==> config.mk <==
export PLATFORM = sky130hd
export DESIGN_NAME = snake_dir_ctrl
export DESIGN_NICKNAME = d
export VERILOG_FILES = /design/src/rtl/snake_pkg.sv /design/src/rtl/btn_debounce.sv /design/src/rtl/snake_dir_ctrl.sv
export SDC_FILE = /design/constraint.sdc
export NUM_CORES = 1
export LEC_CHECK = 0
export BUFFER_PORTS_ARGS = -buffer_cell sky130_fd_sc_hd__buf_2
export CORE_AREA = 8 8 116 160
export DETAILED_ROUTE_END_ITERATION = 12
export DIE_AREA = 0 0 124 168
export PLACE_DENSITY = 0.81
export RECOVER_POWER = 25
export SETUP_SLACK_MARGIN = 0.5
export SLEW_MARGIN = 20
export SYNTH_ARGS = -nofsm -noshare
export SYNTH_HDL_FRONTEND = slang
export SYNTH_HIERARCHICAL = 1
export SYNTH_SLANG_ARGS = --single-unit
export TNS_END_PERCENT = 20
==> constraint.sdc <==
create_clock -name clock -period 3.8 [get_ports clock]
set_clock_uncertainty 0.05 [all_clocks]
set_input_delay 0.76 -clock clock [delete_from_list [all_inputs] [get_ports clock]]
set_output_delay 0.76 -clock clock [all_outputs]
set_load 0.02 [all_outputs]
==> src/rtl/snake_pkg.sv <==
// Shared direction codes, reversal helper and PS/2 scan codes for the snake direction controller.
package snake_pkg;

    typedef logic [2:0] dir_t;

    localparam dir_t DIR_UP    = 3'd1;
    localparam dir_t DIR_RIGHT = 3'd2;
    localparam dir_t DIR_DOWN  = 3'd3;
    localparam dir_t DIR_LEFT  = 3'd4;
    localparam dir_t DIR_NONE  = 3'd5;

    localparam logic [7:0] PS2_KEY_W     = 8'h1D;
    localparam logic [7:0] PS2_KEY_D     = 8'h23;
    localparam logic [7:0] PS2_KEY_S     = 8'h1B;
    localparam logic [7:0] PS2_KEY_A     = 8'h1C;
    localparam logic [7:0] PS2_KEY_I     = 8'h43;
    localparam logic [7:0] PS2_KEY_L     = 8'h4B;
    localparam logic [7:0] PS2_KEY_K     = 8'h42;
    localparam logic [7:0] PS2_KEY_J     = 8'h3B;
    localparam logic [7:0] PS2_BREAK     = 8'hF0;

    function automatic dir_t dir_reverse(input dir_t dir);
        dir_t rev;
        rev = DIR_NONE;
        case (dir)
            DIR_UP:    rev = DIR_DOWN;
            DIR_RIGHT: rev = DIR_LEFT;
            DIR_DOWN:  rev = DIR_UP;
            DIR_LEFT:  rev = DIR_RIGHT;
            default:   rev = DIR_NONE;
        endcase
        return rev;
    endfunction

endpackage

==> src/rtl/btn_debounce.sv <==
// One button: 2-flop synchroniser, stability counter and a registered rising-edge press pulse.
module btn_debounce #(
    parameter int unsigned DEBOUNCE_CYCLES = 500000
) (
    input  logic clock,
    input  logic reset,
    input  logic btn_raw,
    output logic press
);

    localparam int unsigned CW = $clog2(DEBOUNCE_CYCLES);
    localparam logic [CW-1:0] CntMax = CW'(DEBOUNCE_CYCLES - 1);

    logic          sync1_q, sync2_q;
    logic          level_q, level_prev_q;
    logic          press_q;
    logic [CW-1:0] cnt_q;

    always_ff @(posedge clock) begin
        if (reset) begin
            sync1_q      <= 1'b0;
            sync2_q      <= 1'b0;
            level_q      <= 1'b0;
            level_prev_q <= 1'b0;
            press_q      <= 1'b0;
            cnt_q        <= '0;
        end else begin
            sync1_q <= btn_raw;
            sync2_q <= sync1_q;
            // Counter only advances while the synchronised level disagrees with the accepted one.
            if (sync2_q == level_q) begin
                cnt_q <= '0;
            end else if (cnt_q == CntMax) begin
                cnt_q   <= '0;
                level_q <= ~level_q;
            end else begin
                cnt_q <= cnt_q + 1'b1;
            end
            level_prev_q <= level_q;
            press_q      <= level_q & ~level_prev_q;
        end
    end

    assign press = press_q;

endmodule

==> src/rtl/snake_dir_ctrl.sv <==
// Multi-player direction controller: debounced presses, reversal rejection, commit on game tick.
// Optional PS/2 keyboard input is enabled by defining SNAKE_PS2_DIR_EN.
module snake_dir_ctrl
    import snake_pkg::*;
#(
    parameter int unsigned NUM_PLAYERS     = 2,
    parameter int unsigned DEBOUNCE_CYCLES = 500000,
    parameter int unsigned TICK_DIV        = 5000000
) (
    input  logic                     clock,
    input  logic                     reset,
    input  logic [4*NUM_PLAYERS-1:0] btn,
    input  logic                     pause,
`ifdef SNAKE_PS2_DIR_EN
    input  logic                     ps2_key_pressed,
    input  logic [7:0]               ps2_out,
`endif
    output logic                     tick,
    output logic [3*NUM_PLAYERS-1:0] move,
    output logic [NUM_PLAYERS-1:0]   dir_changed
);

    localparam int unsigned CntW = $clog2(TICK_DIV);
    localparam logic [CntW-1:0] CntMax = CntW'(TICK_DIV - 1);

    logic [4*NUM_PLAYERS-1:0]   press;
    dir_t [NUM_PLAYERS-1:0]     cand;
    logic [NUM_PLAYERS-1:0]     cand_ok;
    dir_t [NUM_PLAYERS-1:0]     move_q;
    dir_t [NUM_PLAYERS-1:0]     pend_q;
    logic [NUM_PLAYERS-1:0]     pend_valid_q;
    logic [CntW-1:0]            tick_cnt_q;

    for (genvar g = 0; g < 4 * NUM_PLAYERS; g++) begin : g_btn
        btn_debounce #(
            .DEBOUNCE_CYCLES(DEBOUNCE_CYCLES)
        ) u_debounce (
            .clock  (clock),
            .reset  (reset),
            .btn_raw(btn[g]),
            .press  (press[g])
        );
    end

`ifdef SNAKE_PS2_DIR_EN
    logic       ps2_skip_q;
    dir_t [3:0] ps2_dir;

    always_comb begin
        ps2_dir = {4{DIR_NONE}};
        if (ps2_key_pressed && !ps2_skip_q) begin
            case (ps2_out)
                PS2_KEY_W: ps2_dir[0] = DIR_UP;
                PS2_KEY_D: ps2_dir[0] = DIR_RIGHT;
                PS2_KEY_S: ps2_dir[0] = DIR_DOWN;
                PS2_KEY_A: ps2_dir[0] = DIR_LEFT;
                PS2_KEY_I: ps2_dir[1] = DIR_UP;
                PS2_KEY_L: ps2_dir[1] = DIR_RIGHT;
                PS2_KEY_K: ps2_dir[1] = DIR_DOWN;
                PS2_KEY_J: ps2_dir[1] = DIR_LEFT;
                default:   ;
            endcase
        end
    end
`endif

    always_comb begin
        for (int p = 0; p < NUM_PLAYERS; p++) begin
            cand[p] = DIR_NONE;
            if (press[4*p+3])      cand[p] = DIR_UP;
            else if (press[4*p+2]) cand[p] = DIR_RIGHT;
            else if (press[4*p+1]) cand[p] = DIR_DOWN;
            else if (press[4*p])   cand[p] = DIR_LEFT;
`ifdef SNAKE_PS2_DIR_EN
            else                   cand[p] = ps2_dir[p];
`endif
            // Judged against the committed move only, so a pending value never blocks a press.
            cand_ok[p] = (cand[p] != DIR_NONE) && (cand[p] != move_q[p]) &&
                         !((move_q[p] != DIR_NONE) && (cand[p] == dir_reverse(move_q[p])));
        end
    end

    assign tick        = !pause && (tick_cnt_q == CntMax);
    assign dir_changed = pend_valid_q & {NUM_PLAYERS{tick}};
    assign move        = move_q;

    always_ff @(posedge clock) begin
        if (reset) begin
            tick_cnt_q   <= '0;
            move_q       <= {NUM_PLAYERS{DIR_NONE}};
            pend_q       <= {NUM_PLAYERS{DIR_NONE}};
            pend_valid_q <= '0;
`ifdef SNAKE_PS2_DIR_EN
            ps2_skip_q   <= 1'b0;
`endif
        end else begin
            if (!pause) begin
                tick_cnt_q <= (tick_cnt_q == CntMax) ? '0 : tick_cnt_q + 1'b1;
            end
            for (int p = 0; p < NUM_PLAYERS; p++) begin
                if (tick && pend_valid_q[p]) begin
                    move_q[p]       <= pend_q[p];
                    pend_valid_q[p] <= 1'b0;
                end
                // A press landing on the tick cycle becomes the next pending value.
                if (cand_ok[p]) begin
                    pend_q[p]       <= cand[p];
                    pend_valid_q[p] <= 1'b1;
                end
            end
`ifdef SNAKE_PS2_DIR_EN
            if (ps2_key_pressed) begin
                ps2_skip_q <= ps2_skip_q ? 1'b0 : (ps2_out == PS2_BREAK);
            end
`endif
        end
    end

endmodule

==> key figures <==
Die
  – FP Rows: 55
  – Starting Density: between 60% and 70%
  – Die Y: roughly 170 um
  – I/O Pins: 20
  – Core Area: between 15000 and 20000 um2
  – Die area: roughly 21000 um2
  – Die Width: ~120 um

Clocking
  – Clock Latency Late Sink: 0.50 ns
  – Post-cts hold buffer count: 0
  – CTS tree: yes
  – Clk Tree Root Cell: clkbuf_16
  – Reg clk slew, reported paths: 0.06 ns
  – TritonCTS buffer count: 22
  – Bufs on Longest Clock Path: 3
  – CTS sink cnt: about 230
  – CTS H-tree depth: 1
  – Post CTS Setup Buffer Count: 0
  – CTS resizes: 0

GRT
  – Vias in the first global route: between 7000 and 8000
  – Initial antenna violation count: 0
  – Global-route wire length before repair: ~33000 um
  – GRT overflow: 0
  – Total GRT Usage: between 10% and 20%
  – Largest net degree at the start of global routing: 32

Yosys
  – Syn nets: 1140
  – Most instantiated library cell after synthesis: dfxtp_1
  – Synth top area cells: dfxtp_1 45%, xnor2_1 8.5%, nor2_1 7.1%, nor3_1 2.4%, xor2_1 2.4%
  – Yosys top cell by area: dfxtp_1
  – Sequential area share after synthesis: ~45%
  – Synthesized cell area: roughly 10000 um2
  – Synth warn: 6
  – Async set-reset flop share out of synthesis: 0%
  – Yosys top cell area share: ~45%
  – #FFs+latches synth: ~230
  – Ys flop type: dfxtp_1
  – Syn Inst Count: 1120
  – Number of synthesized flops with an enable pin: 0
  – Synth unique cells: between 40 and 50
  – Most frequent cells after synthesis: 229 x dfxtp_1, 195 x nor2_1, 99 x xnor2_1
  – Syn avg cell area: roughly 9.2 um2

Cells and area
  – Layout cells sized above 1: a little over a tenth
  – ANT cells: 0
  – Layout Area Growth over Synthesis: 9.48%
  – Final #Nets: around 1200
  – Layout Utilization: 69.7%

Setup path
  – CP endpoint kind: register
  – CP max stage cell: clkbuf_1
  – Req. time, crit path: around 4.1 ns
  – CP Class: input pin to register
  – CP bufs+invs: 2
  – Crit-path max cell delay: 0.97 ns
  – CP Max Fanout: 31
  – Top Family by Delay on Critical Path: buffers and inverters
  – Setup crit start kind: input pin
  – Crit path DAT: 3.24 ns
  – Crit-path cells: clkbuf_1 > clkbuf_1 > nor2_1 > o31ai_4 > nor2_1

Job
  – Max Cap Viol: 0

Detailed routing
  – DR vias: a little under 8000
  – Number of remaining DRC errors: 0
  – WL final: 18300 um
  – Routed WL per cell: between 10 and 15 um
  – Routed vias/inst: 5.73
  – Initial DRC count: around 490
  – DR pass1 iterations: 4
  – DRT antenna net count: 0

Outcome
  – Outcome: complete, no violations

STA
  – Setup tns final: 0 ns
  – # setup viols final: 0
  – Pins over their slew limit: 0
  – Tcrit/Tclk final: about 77%
  – Slew @ Worst Pin: 1.22 ns
  – Worst relative slew slack: between 10% and 20%
  – Final min period: 2.94 ns
  – Fmax: 340 MHz
  – Endpoints failing hold: 0
  – RSZ-0062 raised after global routing: false

Place
  – Gp weighted congestion: between 0.8 and 0.9
  – Detail Placement HPWL: between 10000 and 15000 um
  – PortBufs: 19

Power
  – Peak supply drop: between 0.0004 and 0.0005 V
  – Static Leak: roughly 3.5 nW
  – Overall Power: 4.74 mW
  – Pwr dens: ~420 nW/um2

Min path
  – Min-delay worst type: register to register
## registers in the layout, summed over array words and instances (netlist names)
| register | cells |
|---|---|
| g_btn.u_debounce/level_prev_q | 8 |
| g_btn.u_debounce/cnt_q | 152 |
| g_btn.u_debounce/sync2_q | 8 |
| move | 6 |
| pend_q | 6 |
| tick_cnt_q | 23 |
| pend_valid_q | 2 |
| g_btn.u_debounce/sync1_q | 8 |
| g_btn.u_debounce/level_q | 8 |
| g_btn.u_debounce/press | 8 |
## logic make-up (layout without fill, tap and decap cells)
group	count (synthesis)	count (layout)	share of synthesized area (%)
DFF	229	229	44.7
buffers and inverters	65	110	2.99
xor gates and xnor gates	127	127	10.8
muxes	21	21	2.05
and+or+nand+nor	571	571	31.6
adders and majority gates	9	9	1.10
AOI/OAI and AO/OA	98	98	6.73
## stage by stage
step	hold WS, ns	area (um2)	setup slack [ns]	std cells
finish	0.334	11200	0.856	1364
detailed placement	0.327	10500	1.20	1325
CTS	0.332	11300	0.973	1364
global route	0.330	11200	0.512	1364
global placement	0.320	10500	1.23	1325
floorplan	0.318	10300	1.48	1120
## where the power goes
part	leakage [nW]	switching [mW]	internal, mW
logic	1.27	0.0376	0.0237
registers	1.85	0.00959	2.41
clock network	0.365	0.899	1.35
total	3.48	0.946	3.79
## layout by cell type (no fill, tap or decap), drive strengths merged, types with 3 or more instances in the layout
| master | n |
|---|---|
| nand4 | 52 |
| nand3 | 56 |
| xor2 | 28 |
| o22ai | 4 |
| buf | 13 |
| o21ai | 23 |
| or2 | 8 |
| clkinv | 4 |
| and4 | 10 |
| or4 | 26 |
| clkinvlp | 3 |
| nor4 | 38 |
| dfxtp | 229 |
| nand2 | 59 |
| nor2 | 195 |
| nor2b | 19 |
| o31ai | 17 |
| clkbuf | 37 |
| ha | 9 |
| and3 | 10 |
| a21oi | 44 |
| inv | 50 |
| or3 | 19 |
| nor3 | 49 |
| xnor2 | 99 |
| nand2b | 23 |
| mux2i | 21 |
| bufinv | 3 |
## routing by layer
layer  vias to the layer above  global-route usage, %  routed length [um]
met5                         -                      0                   0
met4                         0                   5.92                 325
met3                        27                   2.78                 658
met2                        90                   32.6                9430
met1                      3728                   20.9                7910
li1                       3967                      -                   -
## layout make-up
class	instances	area, um2
multi-input cells	826	5350
fillers	1265	4870
flip-flops and latches	229	4580
clock buffers	28	614
well taps	199	249
inverters	49	184
clock inverters	11	145
repair buffers	22	101
## path summary, 6_finish.rpt
kind	from	end	slack [ns]	depth (start not counted)
setup / recovery	reset	g_btn[0].u_debounce/cnt_q[2]	0.86	5
hold / removal	g_btn[0].u_debounce/level_prev_q	g_btn[0].u_debounce/press	0.33	1
setup reg to reg	g_btn[4].u_debounce/cnt_q[0]	g_btn[4].u_debounce/cnt_q[15]	1.46	5
hold reg to reg	g_btn[0].u_debounce/level_prev_q	g_btn[0].u_debounce/press	0.33	1
Note: power is estimated with default switching activity, not from simulation.
